`config.mk`:
```
export PLATFORM = sky130hd
export DESIGN_NAME = fetch_unit
export DESIGN_NICKNAME = d
export VERILOG_FILES = /design/src/rtl/cpu_types_pkg.sv /design/src/rtl/fetch_unit.sv
export SDC_FILE = /design/constraint.sdc
export NUM_CORES = 1
export LEC_CHECK = 0
export CAP_MARGIN = 15
export CORE_UTILIZATION = 68
export CTS_CLUSTER_SIZE = 24
export DETAILED_ROUTE_END_ITERATION = 7
export DONT_BUFFER_PORTS = 1
export PLACE_DENSITY_LB_ADDON = 0.08
export SLEW_MARGIN = 20
export SYNTH_ARGS = -nofsm -noshare
export SYNTH_HDL_FRONTEND = slang
export SYNTH_SLANG_ARGS = --single-unit
export TNS_END_PERCENT = 30
```
`constraint.sdc`:
```
create_clock -name CLK -period 4.15 [get_ports CLK]
set_input_delay 0.83 -clock CLK [delete_from_list [all_inputs] [get_ports CLK]]
set_output_delay 0.83 -clock CLK [all_outputs]
set_load 0.05 [all_outputs]
```
`src/rtl/cpu_types_pkg.sv`:
```
// Shared CPU types: machine word, fetch FSM states and the IF/ID pipeline record.
// Imported by the fetch stage and by anything that consumes the IF/ID register.
package cpu_types_pkg;

    typedef logic [31:0] word_t;

    typedef enum logic {
        FETCH  = 1'b0,
        HALTED = 1'b1
    } fetch_state_t;

    typedef struct packed {
        word_t instr;
        word_t npc;
        logic  valid;
    } ifid_t;

    localparam word_t WORD_BYTES  = 32'd4;
    localparam ifid_t IFID_BUBBLE = '0;

    // Branch targets are forced onto a word boundary; low address bits are dropped.
    function automatic word_t word_align(input word_t addr);
        return {addr[31:2], 2'b00};
    endfunction

endpackage

```
`src/rtl/fetch_unit.sv`:
```
// Instruction fetch stage: program counter, FETCH/HALTED control and the IF/ID
// pipeline register, with redirect, stall and flush handling from the hazard unit.
module fetch_unit
    import cpu_types_pkg::*;
#(
    parameter word_t PC0 = 32'h00000000
) (
    input  logic        CLK,
    input  logic        nRST,
    input  logic        pc_en,
    input  logic        stall_ifid,
    input  logic        flush_ifid,
    input  logic        redirect,
    input  logic [31:0] redirect_pc,
    input  logic        halt,
    input  logic        ihit,
    input  logic [31:0] iload,
    output logic        iREN,
    output logic [31:0] iaddr,
    output logic [31:0] ifid_instr,
    output logic [31:0] ifid_npc,
    output logic        ifid_valid,
    output logic        fetch_halted,
    output logic [31:0] fetch_count
);

    fetch_state_t state_q, state_d;
    word_t        pc_q, pc_d;
    ifid_t        ifid_q, ifid_d;
    word_t        count_q, count_d;

    word_t pc_plus4;
    logic  fetching;
    logic  load_ifid;

    assign pc_plus4 = pc_q + WORD_BYTES;
    assign fetching = (state_q == FETCH);

    // An instruction arriving alongside a redirect is on the wrong path and is dropped.
    assign load_ifid = fetching && ihit && pc_en && !redirect;

    // NOTE: every always_comb output gets a default first so no latch is inferred.
    always_comb begin
        state_d = state_q;
        if (fetching && halt) begin
            state_d = HALTED;
        end
    end

    // Redirect overrides everything while fetching; HALTED freezes the PC entirely.
    always_comb begin
        pc_d = pc_q;
        if (fetching) begin
            if (redirect) begin
                pc_d = word_align(redirect_pc);
            end else if (ihit && pc_en && !stall_ifid) begin
                pc_d = pc_plus4;
            end
        end
    end

    always_comb begin
        ifid_d  = IFID_BUBBLE;
        count_d = count_q;
        if (flush_ifid) begin
            ifid_d = IFID_BUBBLE;
        end else if (stall_ifid) begin
            ifid_d = ifid_q;
        end else if (load_ifid) begin
            ifid_d.instr = iload;
            ifid_d.npc   = pc_plus4;
            ifid_d.valid = 1'b1;
            count_d      = count_q + 32'd1;
        end
    end

    // NOTE: sequential state uses non-blocking assignments so all registers
    // sample the same pre-edge values regardless of statement order.
    always_ff @(posedge CLK or negedge nRST) begin
        if (!nRST) begin
            state_q <= FETCH;
            pc_q    <= PC0;
            ifid_q  <= IFID_BUBBLE;
            count_q <= '0;
        end else begin
            state_q <= state_d;
            pc_q    <= pc_d;
            ifid_q  <= ifid_d;
            count_q <= count_d;
        end
    end

    assign iREN         = fetching;
    assign iaddr        = pc_q;
    assign ifid_instr   = ifid_q.instr;
    assign ifid_npc     = ifid_q.npc;
    assign ifid_valid   = ifid_q.valid;
    assign fetch_halted = (state_q == HALTED);
    assign fetch_count  = count_q;

endmodule

```
# Yosys cells after proc, flatten, opt, wreduce, memory -nomap -nowiden
# Cells that the tools add are included.
totals:
  regBits: 130
  latch_bits: 0
  mem_bits_rw: 0
  rom_bits: 0
  inputBits: 72
  out_inout_bits: 131
  wordCells: 28
  memories: 0
classes:
  n_addsub: 2
  mul: 0
  n_div: 0
  magnitude_cmp: 0
  n_eq_ne: 1
  n_shift: 0
  muxes: 5
  bitwise_logic: 3
  n_reduce_logical: 11
ops:
  columns: ["cell", "n"]
  rows:
  - ["2-to-1 mux 65 bit", 3]
  - ["2-to-1 mux 32 bit", 2]
  - ["adder 32 x 1 -> 32 bit, second input constant", 1]
  - ["adder 32 x 3 -> 32 bit, second input constant", 1]
  - ["logical AND 1 bit", 6]
  - ["NOT 1 bit", 3]
  - ["AND reduction 3 bit", 1]
  - ["zero test 1 bit", 2]
  - ["!= test 2 x 1 -> 1 bit, second input constant", 1]
  - ["AND reduction 2 bit", 1]
  - ["nonzero test 2 bit", 1]

# Logic depth before layout (Yosys ltp)
# Gate-level depths: netlist (run 1).
depth:
  depth_word: 7
  mapped_depth: 8

# Worst setup path after synthesis (run 1)
# OpenSTA, ideal clock, no wires.
synth_timing:
  path_kind: "in2reg"
  start: "input port redirect"
  end: "register count_q[26] (netlist: fetch_count[26])"
  setup_time_ps: 141
  t_arrival_ps: 2303
  slack_ps: 1706
  cell_stages: 6
  n_path_buf: 1
  cell_sequence: "buf_6 or4b_4 nor4_4 and2_4 nand3_2 xnor2_1"
synth_via:
  elab_chain_cells: 3
synth_lines:
  columns: ["element", "line", "rtl"]
  rows:
  - ["start: declaration", "fetch_unit.sv:13", "input logic redirect,"]
  - ["zero test 1 bit", "fetch_unit.sv:40", "assign load_ifid = fetching && ihit && pc_en && !redirect;"]
  - ["logical AND 1 bit", "fetch_unit.sv:40", null]
  - ["AND reduction 3 bit (no line)", null, null]
  - ["end signal: assignment", "fetch_unit.sv:89", "count_q <= count_d;"]
  - ["end: declaration", "fetch_unit.sv:30", "word_t count_q, count_d;"]
# No other way between the ends.
# A chain may end at the register's enable or synchronous reset.

# Worst setup path after layout (run 1)
layout_timing:
  start: "register pc_q[3] (netlist: iaddr[3])"
  end: "register pc_q[24] (netlist: iaddr[24])"
layout_via:
  elab_chain_cells: 3
layout_lines:
  columns: ["element", "line", "rtl"]
  rows:
  - ["start: declaration", "fetch_unit.sv:28", "word_t pc_q, pc_d;"]
  - ["start signal: assignment", "fetch_unit.sv:87", "pc_q <= pc_d;"]
  - ["adder 32 x 3 -> 32 bit", "fetch_unit.sv:36", "assign pc_plus4 = pc_q + WORD_BYTES;"]
  - ["2-to-1 mux 32 bit", "fetch_unit.sv:56", "end else if (ihit && pc_en && !stall_ifid) begin"]
  - ["2-to-1 mux 32 bit", "fetch_unit.sv:54", "if (redirect) begin"]
# No other way between the ends. The select of a mux whose other input is x is not followed.

==> results.txt, run 1 <==
Clock root cell: clkbuf_8
Remaining DRCs: 0
Final instance count without filler cells: 687
Worst-Margin Slew: 0.9663 ns
IO Port Bufs: 0
Initial antenna violation count: 0
Ports: 203
Top cell type's share of synthesized area: 0.5356
Power Density: 478.8 nW/um^2
Tmin final: 2.887 ns
Post-Syn Area per Cell: 10.14 um^2
RSZ-0062 raised after global routing: no
CORE AREA: 8341 um^2
Post-cts sizing count: 0
Layout cell share with drive strength beyond 1: 0.09278
Die Wd: 95.41 um
DR iter-0 viols: 282
Synth Flop Type: dfrtp_1
Count leader, synth: dfrtp_1
Main combinational cell family by area after synthesis: compound AO/OA/AOI/OAI gates
Setup CP Type: reg -> reg
Post-synth EDFFs: 0
Cell Area, Synth: 5933 um^2
Setup violations, final: 0
Hpwl dp: 9427 um
Number of clock sinks: 127
Leakage: 2.873 nW
Global-route wire length before repair: 21,980 um
TNS Setup: 0 ns
CTS tree: built
Hold Path Class: in -> async
Worst slew margin: 0.3558
Area Overhead vs Synth: 10.99%
CP Capture Type: register
Die H: 95.41 um
Library cells used by synthesis: 48
Logic pwr share: 0.053
Number of global-route vias before repair: 4,208
Final Hold Viols: 0
Clk pwr share: 0.481
Post-synth top area cell: dfrtp_1
Fin crit share: 0.6956
Post-CTS setup buffers: 0
Sequential Power Share: 0.466
Final ANT Viol Nets: 0
Crit path DAT: 3.33 ns
Final Power: 3.153 mW
Clk_lat worst skew: 0.52 ns
Synth Area in Compound Gates: 0.1689
Post-Place Cells: 654
CTS H-tree depth: 4
GPL Wtd Cong: 0.8451
Post-Synth XOR/XNOR Area: 0.08709
DIE AREA: 9103 um^2
Worst endpoint required time: 4.59 ns
Number of synthesized register bits: 127
Ys Warns: 0
Row Count: 33
Drt wl/cell: 20.94 um
Sw frac: 0.2775
1st-pass router iterations: 4
Total global-route track usage: 0.3211
Status: finished clean
Post-synthesis cell count: 585
Register area share after synthesis: 0.5356
Fillers: 539
Area contributors post-synth: dfrtp_1 (54%), xnor2_1 (5.5%), a22o_1 (5.0%)
Max FO, Critical Path: 10
Max VDD drop: 0.0002770 V
Clock transition at the registers of the reported paths: 0.06 ns
CP startpoint kind: register
Synth Area in Simple Gates: 0.1658
Largest net degree at the start of global routing: 128
Synth top cells by count: dfrtp_1 (127), nand2_1 (71), o21ai_0 (46), xnor2_1 (37)
Total CTS buffers: 17
Initial core utilization: 0.7114
Vias: 4,530
Post-synthesis mux area share: 0.003374
Synth Area in Adders: 0.004218
Ys async rst share: 1.000
Fin util: 0.7895
Max-Cap Viols: 0
Number of diodes: 0
Slew Limit Fails: 0
Pre-CTS WS: 1.359 ns
Max Root-Sink Buffers: 2
Via/cell ratio: 6.594
Aggregate global routing overflow: 0
Final nets: 643
Switch Pwr: 0.8748 mW
Fmax: 346.4 MHz
Internal power: 2.278 mW
PnR worst setup slack: 1.263 ns
DRT Wirelength: 14,380 um
Worst Skew: 0.008998 ns
[worst max-delay path, stage by stage, from the launching register on]
cell	delay, ns
dfrtp_1	0.71
ha_1	0.52
nand2_1	0.20
nor3_1	0.74
nand3_1	0.26
a21oi_1	0.20
a2bb2oi_1	0.16
[per-layer routing]
metal	wire length (um)	global-route usage	part of all wire	up-vias
li1	-	-	-	2070
met1	5542	0.4124	0.39	2201
met2	6923	0.4905	0.48	233
met3	1691	0.1316	0.12	26
met4	226	0.1157	0.016	0
met5	0	0	0	-
[layout make-up]
type                            count  area (um^2)  share of cell area
Inverter                            4        15.01            0.002280
Multi-Input combinational cell    411         2571              0.3905
Sequential cell                   127         3178              0.4826
Clock inverter                     14        181.4             0.02755
Clock buffer                       18        427.9             0.06498
Tap cell                          105        131.4             0.01995
Timing Repair Buffer                8        80.08             0.01216
[worst paths after layout]
check,from,endpoint,slack [ns],depth (start not counted)
hold / removal,nRST,fetch_count[17],0.27,1
setup / recovery,iaddr[3],iaddr[24],1.26,6
min in group CLK,halt,fetch_halted,0.42,1
setup reg to reg,iaddr[3],iaddr[24],1.26,6
max in group asynchronous,nRST,iaddr[25],3.42,1
hold reg to reg,iaddr[2],ifid_npc[2],0.75,2
[cell usage in the layout, fill, tap and decap left out, drive strengths merged, types with 10 or more instances in the layout]
master,count
nand4,21
and3,10
o22ai,14
nand2,71
a2bb2oi,10
xor2,22
a21oi,26
nand3,31
clkbuf,18
dfrtp,127
nor2,24
xnor2,37
o21ai,46
a22o,34
nor3,12
[state kept, by name, indices dropped and copies added (netlist names)]
signal        flops
iaddr            30
ifid_npc         31
ifid_instr       32
fetch_halted      1
ifid_valid        1
fetch_count      32
[kinds of logic (layout without fill, tap and decap cells)]
group,count (synthesis),count (layout)
and+or+nand+nor,195,195
AOI/OAI and AO/OA,151,151
DFF,127,127
xor gates and xnor gates,59,59
buffers and inverters,48,44
adders and majority gates,2,2
muxes,2,2
other,1,2
[stage by stage]
step | area (um^2) | hold slack (ns)
floorplan | 5937 | 0.5344
global placement | 5946 | 0.5365
detailed placement | 5946 | 0.5366
CTS | 6583 | 0.2981
global route | 6585 | 0.2967
finish | 6585 | 0.2708
[repair_timing]
| item | CTS | global route |
|---|---|---|
| endpoints found under the hold margin | 127 | 0 |
| hold buffers | 1 | 0 |
| setup endpoints to repair | 0 | 0 |
[power by group through the flow]
stage | Clock, mW | Combinational, mW | Sequential [mW]
final | 1.52 | 0.168 | 1.47
after global placement | 0 | 0.135 | 1.49
after floorplan | 0 | 0.131 | 1.46
after detailed placement | 0 | 0.140 | 1.49
after CTS | 1.53 | 0.169 | 1.47
after global routing | 1.58 | 0.188 | 1.48
(Power assumes the default switching activity.)
==> run 2, diff against run 1 <==
--- a/config.mk
+++ b/config.mk
@@ -6,7 +6,7 @@
 export NUM_CORES = 1
 export LEC_CHECK = 0
 export CAP_MARGIN = 15
-export CORE_UTILIZATION = 68
+export CORE_UTILIZATION = 57
 export CTS_CLUSTER_SIZE = 24
 export DETAILED_ROUTE_END_ITERATION = 7
 export DONT_BUFFER_PORTS = 1
==> constraint.sdc (replaced) <==
create_clock -name CLK -period 2.5 [get_ports CLK]
set_input_delay 0.5 -clock CLK [delete_from_list [all_inputs] [get_ports CLK]]
set_output_delay 0.5 -clock CLK [all_outputs]
set_load 0.05 [all_outputs]
==> run 2 against run 1 <==
  * The flow now finishes with violations (hold timing)
  * Global-route usage shrank 3.7 points
  * First-iteration DRC count fell by 21%
  * Final cell count increased by 12%
  * Maximum frequency increased by 40%
  * Register-to-register slack lost 0.83 ns
  * Non-clock buffer count is 54 higher
  * Worst setup slack got worse by 0.83 ns
  * Critical path type unchanged
  * Critical endpoint is now iaddr[31]
  * Highest routed layer unchanged
==> results.txt, run 2 (synthesized netlist as in run 1, its figures left out) <==
Commonest non-fill, non-tap cell in the layout: dfrtp_1 (unchanged)
Drt wl/cell: 19.08 um (was 20.94 um)
Hold Path Class: in -> async (unchanged)
CP max stage cell: nor2_1 (was nor3_1)
CP Capture Type: register (unchanged)
Switch Pwr: 1.386 mW (was 0.8748 mW)
Worst slew margin: 0.4033 (was 0.3558)
Final Hold Viols: 127 (was 0)
Total CTS buffers: 17 (unchanged)
Clock transition at the registers of the reported paths: 0.06 ns (about the same)
Power Density: 732.3 nW/um^2 (was 478.8 nW/um^2)
Status: finished with violations (was finished clean)
IO Port Bufs: 0 (unchanged)
Via/cell ratio: 6.025 (was 6.594)
Worst hold slack: -0.3289 ns (was 0.2708 ns)
Remaining DRCs: 0 (unchanged)
Vias: 4,633 (was 4,530)
Internal power: 3.733 mW (was 2.278 mW)
Worst Skew: 0.006344 ns (was 0.008998 ns)
Number of global-route vias before repair: 4,552 (was 4,208)
Ports: 203 (unchanged)
Largest net degree at the start of global routing: 128 (unchanged)
DR iter-0 viols: 223 (was 282)
DIE AREA: 10,820 um^2 (was 9103 um^2)
1st-pass router iterations: 5 (was 4)
Crit path buf inv count: 1 (was 0)
Final ANT Viol Nets: 0 (unchanged)
Area Overhead vs Synth: 17.80% (was 10.99%)
TNS Setup: 0 ns (unchanged)
Initial antenna violation count: 0 (unchanged)
Max VDD drop: 0.0003982 V (was 0.0002770 V)
Tmin final: 2.062 ns (was 2.887 ns)
Crit path DAT: 2.47 ns (was 3.33 ns)
Initial core utilization: 0.5987 (was 0.7114)
Layout cell share with drive strength beyond 1: 0.1682 (was 0.09278)
Sw frac: 0.2708 (was 0.2775)
CP delay by family, top: simple AND/OR/NAND/NOR gates (unchanged)
Setup violations, final: 0 (unchanged)
Fin crit share: 0.8248 (was 0.6956)
Fillers: 755 (was 539)
CORE AREA: 9910 um^2 (was 8341 um^2)
Leakage: 3.122 nW (was 2.873 nW)
Global-route wire length before repair: 24,130 um (was 21,980 um)
Worst endpoint required time: 2.91 ns (was 4.59 ns)
Setup CP Type: reg -> reg (unchanged)
Max-Cap Viols: 0 (unchanged)
Post-Place Cells: 737 (was 654)
CP startpoint kind: register (unchanged)
Worst-Margin Slew: 0.8951 ns (was 0.9663 ns)
Most frequent cells in the layout: dfrtp_1 (127), nand2_1 (71), buf_4 (60) (was dfrtp_1 (127), nand2_1 (71), o21ai_0 (46))
RSZ-0062 raised after global routing: no (unchanged)
Fmax: 485.0 MHz (was 346.4 MHz)
Clk_lat worst skew: 0.52 ns (about the same)
Max stage delay on crit path: 0.50 ns (was 0.74 ns)
Clock root cell: clkbuf_8 (unchanged)
Failing checks: hold timing
Max FO, Critical Path: 8 (was 10)
Number of diodes: 0 (unchanged)
Number of clock sinks: 127 (unchanged)
DRT Wirelength: 14,670 um (was 14,380 um)
CTS tree: built (unchanged)
Hpwl dp: 9938 um (was 9427 um)
Slew Limit Fails: 0 (unchanged)
Total global-route track usage: 0.2845 (was 0.3211)
Die Wd: 104.0 um (was 95.41 um)
Logic pwr share: 0.121 (was 0.053)
Sequential Power Share: 0.419 (was 0.466)
Row Count: 36 (was 33)
Final instance count without filler cells: 769 (was 687)
Final nets: 697 (was 643)
CTS H-tree depth: 4 (unchanged)
Aggregate global routing overflow: 0 (unchanged)
Crit-path cells: buf_4, nand3_1, nor2_1, nand4_1, a211o_1 (was ha_1, nand2_1, nor3_1, nand3_1, a21oi_1, a2bb2oi_1)
Max Root-Sink Buffers: 2 (unchanged)
Clk pwr share: 0.459 (was 0.481)
GPL Wtd Cong: 0.8320 (was 0.8451)
Die H: 104.0 um (was 95.41 um)
==> run 2: cell types whose count changed in the layout (fill, tap and decap cells not counted), sizes merged <==
cell      before  now
buf            8   62
bufinv         3    2
inv            8    5
clkinv         4    5
clkinvlp       3    6
==> run 2: cell type report <==
cell class	count	area (um^2)	share of cell area
clock inverters	14	142.6	0.02041
multi-input cells	411	2569	0.3675
repair buffers	62	490.5	0.07018
well taps	133	166.4	0.02381
flip-flops and latches	127	3178	0.4547
inverters	4	15.01	0.002148
clock buffers	18	427.9	0.06122
==> run 2: power by group through the flow <==
stage	clock [mW]	combinational (mW)	sequential (mW)
floorplan	0	0.218	2.43
global placement	0	0.608	2.18
detailed placement	0	0.617	2.18
CTS	2.40	0.620	2.15
global route	2.49	0.661	2.15
finish	2.35	0.620	2.15
==> run 2: layer usage <==
metal / vias up / routed length (um) / global-route usage
met3: 19 / 1479 / 0.1184
met1: 2242 / 6082 / 0.3516
li1: 2174 / - / -
met5: - / 0 / 0
met2: 198 / 6892 / 0.4510
met4: 0 / 215 / 0.09694
==> run 2: path summary, 6_finish.rpt <==
check	startpoint	end	slack, ns	depth (start not counted)
setup reg to reg	iaddr[2]	iaddr[31]	0.44	5
max in group asynchronous	nRST	ifid_valid	2.71	0
hold / removal	nRST	fetch_count[16]	-0.33	0
min in group CLK	halt	fetch_halted	0.09	1
setup / recovery	iaddr[2]	iaddr[31]	0.44	5
hold reg to reg	fetch_count[0]	fetch_count[0]	0.53	1
==> run 2: metrics by stage <==
step	hold slack [ns]	power, mW	cell area, um^2	setup slack (ns)	util
4_1_cts	-0.3528	5.163	6989	0.4347	0.7053
2_1_floorplan	0.2044	2.649	5937	0.1432	-
3_5_place_dp	0.2070	2.799	6419	0.4499	0.6477
6_report	-0.3289	5.118	6989	0.4380	0.7053
3_3_place_gp	0.2070	2.789	6419	0.5002	0.6477
5_1_grt	-0.3531	5.300	6989	0.2483	0.7053
==> run 2: timing repair <==
item                                    in CTS  in global routing
buffers inserted                             0                  0
hold endpoints to repair                   127                127
gates resized for setup                      0                  0
endpoints found under the setup margin       0                  0
==> patch 1: new RTL, settings of run 2 <==
Reset style: synchronous (`nRST`), changed in one clocked block.
--- a/src/rtl/fetch_unit.sv
+++ b/src/rtl/fetch_unit.sv
@@ -76,7 +76,7 @@
 
     // NOTE: sequential state uses non-blocking assignments so all registers
     // sample the same pre-edge values regardless of statement order.
-    always_ff @(posedge CLK or negedge nRST) begin
+    always_ff @(posedge CLK) begin
         if (!nRST) begin
             state_q <= FETCH;
             pc_q    <= PC0;
Function: differs if nRST is asserted again (counterexample within 4 cycles, from zero or initial values and one cycle with nRST low); with nRST held inactive, the same outputs for 4 cycles.
==> patch 1 against run 2 <==
Power is 4.3% lower. Critical endpoint is now iaddr[28]. First-iteration DRC count is 80% higher. Worst setup slack worse by 0.28 ns. Synthesized cell count is 21% higher. Highest routed layer unchanged. Wire length is 7.6% higher. Cell area is 2.2% lower. Largest power group unchanged. Area after synthesis is 2.3% lower. Critical path depth is 1 higher. Count of clock-buffer cells in the layout is 2 higher. Sequential cell count is 1 lower. Cell count is 15% higher.
==> patch 1: results (changes against run 2) <==
Status
  – Status: completed

Worst setup path
  – R2r worst-path depth: 6 (+1)
  – Worst EP arrival: 2.78 ns (+0.31 ns)
  – Worst reg2reg path startpoint: iaddr[2]

Route
  – DRT Pass-1 Iters: 4 (-1)
  – M1 wire length: 6270 µm (+3.0%)
  – Initial DRC Count: 401 (+80%)
  – Routed met3 length: 1540 µm (+3.9%)
  – Met2 routed WL: 7740 µm (+12%)
  – Via count: 5,401 (+17%)
  – WL final: 15,800 µm (+7.6%)

Layout
  – Filler Cells Inserted: 839 (+11%)

Synth
  – Compound-cell area share of the yosys netlist: 20.2% (+3.3 points)
  – Mux share of post-synthesis cell area: 0.690% (+0.35 points)
  – Synth top cells by count: dfxtp_1 (126), nor2_1 (90), nand2_1 (70)
  – Area contributors post-synth: dfxtp_1 (43%), nor2_1 (5.8%), a22oi_1 (5.6%)
  – Library cells used by synthesis: 50 (+4.2%)
  – Adder-Cell Fraction of Synth Area: 0.431% (+0.0097 points)
  – Primary FF master, synth: dfxtp_1
  – Synth Area in XOR/XNOR: 6.65% (-2.1 points)

STA
  – Slew Limit Headroom: 26.4% (-14 points)
  – Clock skew: 0.00388 ns (-0.00246 ns)

Worst hold path
  – Hold WC Path Type: input pin to flip-flop

Pwr
  – Lkg Pwr: 0.00244 µW (-22%)
  – Switching fraction of total power: 25.6% (-1.5 points)
  – Peak supply drop: 0.369 mV (-7.4%)

GRT
  – Met3 global-route usage: 11.7% (-0.11 points)
  – GRT Total Usage: 29.2% (+0.77 points)
  – Largest net degree at the start of global routing: 76 (-41%)
  – GR met2 Demand/Resource: 48.9% (+3.8 points)
  – Met1 Use GR: 33.8% (-1.3 points)

Place
  – Final RePlAce weighted congestion: 0.911 (+9.5%)
## patch 1: cell count changes after synthesis, sizes merged, moves of 15 or more
| cell | run 2 | this run |
|---|---|---|
| xnor2 | 37 | 22 |
| a22o | 34 | 7 |
| nor2 | 24 | 90 |
| a22oi | 6 | 43 |
| dfrtp | 127 | 0 |
| dfxtp | 0 | 126 |
## patch 1: path summary, 6_finish.rpt
check / to / slack [ns]
max reg2reg: iaddr[28] / 0.16
max: iaddr[28] / 0.16
min: fetch_halted / 0.10
min reg2reg: fetch_count[16] / 0.62
## patch 1: power by group through the flow
stage / registers, µW / logic [µW] / clock network (µW)
floorplan: 2250 / 224 / 0
global placement: 2140 / 396 / 0
detailed placement: 2140 / 403 / 0
CTS: 2100 / 405 / 2420
global route: 2100 / 437 / 2500
finish: 2100 / 407 / 2390
## patch 1: critical path: cells and delay by family (launching register included)
kind,cells,cell delay [ns]
AO/OA/AOI/OAI,1,0.17
adder cells (fa/ha/maj),1,0.25
AND/OR/NAND/NOR,4,1.50
flip-flops,1,0.34
## patch 1: cell families after synthesis
group                    count (synthesis)
AO/OA/AOI/OAI                          182
XOR/XNOR                                44
adder cells (fa/ha/maj)                  2
buffers and inverters                   65
flip-flops                             126
multiplexers                             4
other                                    1
AND/OR/NAND/NOR                        284
## patch 1: layout make-up
cell class | count | area [µm²] | area share, %
sequential | 126 | 2520 | 36.9
clock inverter | 12 | 136 | 1.99
timing repair buffer | 68 | 510 | 7.47
multi-input combinational | 520 | 3030 | 44.3
clock buffer | 20 | 445 | 6.51
inverter | 8 | 30.0 | 0.439
tap | 133 | 166 | 2.43
## patch 1: through the flow
step           std cells  worst slack (ns)
2_1_floorplan        711             0.193
3_3_place_gp         855             0.240
3_5_place_dp         855             0.213
4_1_cts              887             0.235
5_1_grt              887            0.0994
6_report             887             0.163
==> patch 2: new RTL, flow settings as in run 2 <==
Without the edit above. Put one more register stage on the output `fetch_count`. The value now appears one clock later. The other outputs are not delayed to match.
--- a/src/rtl/fetch_unit.sv
+++ b/src/rtl/fetch_unit.sv
@@ -96,7 +96,9 @@
     assign ifid_npc     = ifid_q.npc;
     assign ifid_valid   = ifid_q.valid;
     assign fetch_halted = (state_q == HALTED);
-    assign fetch_count  = count_q;
+    always_ff @(posedge CLK) begin
+        fetch_count <= count_q;
+    end
 
 endmodule
 
Check against the original RTL: not equivalent (Yosys sat finds a counterexample within 4 cycles, from zero or initial values and one cycle with nRST low).
==> patch 2 against run 2 <==
The flow still finishes with violations (negative hold slack). Area after synthesis grew 13%. Power grew 5.2%. Worst setup slack got worse by 0.17 ns. Count of clock-buffer cells in the layout increased by 3. Sequential cell count rose by 32. Fmax down 7.6%. Wire length is 6.2% higher. Largest power group is now sequential cells. Cell area rose by 8.4%. Critical path type unchanged.
==> patch 2: results (changes against run 2) <==
Clock tree
  – CTS H-Tree Depth: 4 (unchanged)
  – CTS root buf: clkbuf_16
  – Post-CTS Setup Repair Bufs: 0 (unchanged)
  – Worst skew pair latency: 0.42 ns (-0.10 ns)
  – CTS Buf Count: 17 (unchanged)
  – Clock Path Buffers: 2 (unchanged)
  – PostCTS Resize Cnt: 0 (unchanged)
  – Clk slew on worst S/H paths: 0.06 ns (about the same)

Place
  – Port bufs: 0 (unchanged)
  – Final RePlAce weighted congestion: 0.840 (+1.0%)
  – HPWL after DPL: 10,600 µm (+6.3%)

GRT
  – GRT Total Usage: 26.2% (-2.2 points)
  – Vias in the first global route: 4,868 (+6.9%)
  – Antenna violations before repair: 1 (+1)
  – First-pass GRT wire length: 25,300 µm (+4.7%)
  – Largest net degree at the start of global routing: 128 (unchanged)

Synth
  – YS warnings: 0 (unchanged)
  – Compound-cell area share of the yosys netlist: 14.3% (-2.6 points)
  – Mux share of post-synthesis cell area: 0.467% (+0.13 points)
  – Adder-Cell Fraction of Synth Area: 0.373% (-0.048 points)
  – Sequential-to-total area share from yosys stat: 57.0% (+3.4 points)
  – Synth top cells by count: dfrtp_1 (127), nand2_1 (71), o21ai_0 (44)
  – Synth Area in XOR/XNOR: 7.71% (-1.0 points)
  – Area contributors post-synth: dfrtp_1 (47%), dfxtp_1 (9.6%), a22o_1 (4.7%)
  – Async SR Flop Fraction: 79.9% (-20 points)
  – Library cells used by synthesis: 48 (unchanged)

STA
  – Clock skew: 0.00779 ns (+0.00145 ns)
  – Hold WS: -0.220 ns (+0.109 ns)
  – Final Hold Vio Count: 127 (unchanged)
  – Worst Max-Slew Pin Slew: 0.693 ns (-0.203 ns)

Pwr
  – Lkg Pwr: 0.00344 µW (+10%)
  – Peak supply drop: 0.681 mV (+71%)

Layout
  – Fraction of layout instances using a drive strength above 1: 12.7% (-4.2 points)
  – Nets: 726 (+4.2%)

Worst setup path
  – Crit path max fanout: 6 (-2)
  – Slowest cell on the critical path: nor3_1
  – Max incr delay on CP: 0.45 ns (-0.05 ns)
  – Worst EP arrival: 2.58 ns (+0.11 ns)

Route
  – DR vias/cell: 6.05 (+0.47%)
  – DRT Pass-1 Iters: 7 (+2)
  – Initial DRC Count: 371 (+66%)
  – WL final: 15,600 µm (+6.2%)

Worst hold path
  – Hold WC Path Type: input pin to async pin

Status
  – Status: finished, violations left
  – Violated checks: negative hold slack
==> patch 2: cell count changes after synthesis, sizes merged, moves of 5 or more <==
cell     change
nor2        +10
o22ai        -9
dfxtp       +32
a31oi        +5
o22a         +7
o21a         +5
and3        +18
a2bb2oi      -7
a21oi        -9
clkbuf       -6
==> patch 2: cell type report <==
type                    count  area, µm²
fillers                   925       3840
flip-flops and latches    159       3820
multi-input cells         431       2720
clock buffers              21        472
repair buffers             39        293
well taps                 143        179
clock inverters            10       76.3
inverters                   4       15.0
diodes                      1       2.50
==> patch 2: cell families after synthesis <==
group           after synthesis
compound gates              143
xor+xnor                     59
fa+ha+maj                     2
buf+inv                      44
flops                       159
mux                           3
other cells                   1
simple gates                222
==> patch 2: where the power goes <==
part           internal, µW  switching (µW)  total, µW
combinational           106             256        362
clock                  1360            1020       2390
sequential             2600            37.9       2640
total                  4070            1320       5390
==> patch 2: final timing paths <==
check	endpoint	startpoint	slack, ns	cells after the start
worst max-delay path	iaddr[18]	iaddr[3]	0.27	6
worst min-delay path	count_q[16]	nRST	-0.22	0
worst max register to register	iaddr[18]	iaddr[3]	0.27	6
worst min register to register	fetch_count[31]	count_q[31]	0.39	0
max in group asynchronous	iaddr[17]	nRST	2.55	0
min in group CLK	fetch_halted	halt	0.20	1
==> patch 2: metrics by stage <==
| stage | hold slack (ns) | total power [µW] | area [µm²] | setup slack, ns | cells |
|---|---|---|---|---|---|
| floorplan | 0.204 | 2960 | 6710 | 0.196 | 634 |
| global placement | 0.207 | 3040 | 7030 | 0.360 | 776 |
| detailed placement | 0.207 | 3050 | 7030 | 0.315 | 776 |
| CTS | -0.241 | 5430 | 7570 | 0.273 | 807 |
| global route | -0.249 | 5560 | 7580 | 0.126 | 808 |
| finish | -0.220 | 5390 | 7580 | 0.269 | 808 |
==> patch 2: layer usage <==
| layer | part of all wire, % | global-route usage, % | vias to the layer above |
|---|---|---|---|
| met5 | 0 | 0 | - |
| met4 | 1.2 | 8.80 | 0 |
| met3 | 8.6 | 9.55 | 12 |
| met2 | 48 | 41.1 | 195 |
| met1 | 42 | 33.9 | 2385 |
| li1 | - | - | 2299 |
==> patch 2: worst max-delay path, delay by kind of cell, from the launching register on <==
family / cells / cell delay (ns)
muxes: 1 / 0.38
and+or+nand+nor: 4 / 1.18
DFF: 1 / 0.35
adders and majority gates: 1 / 0.26
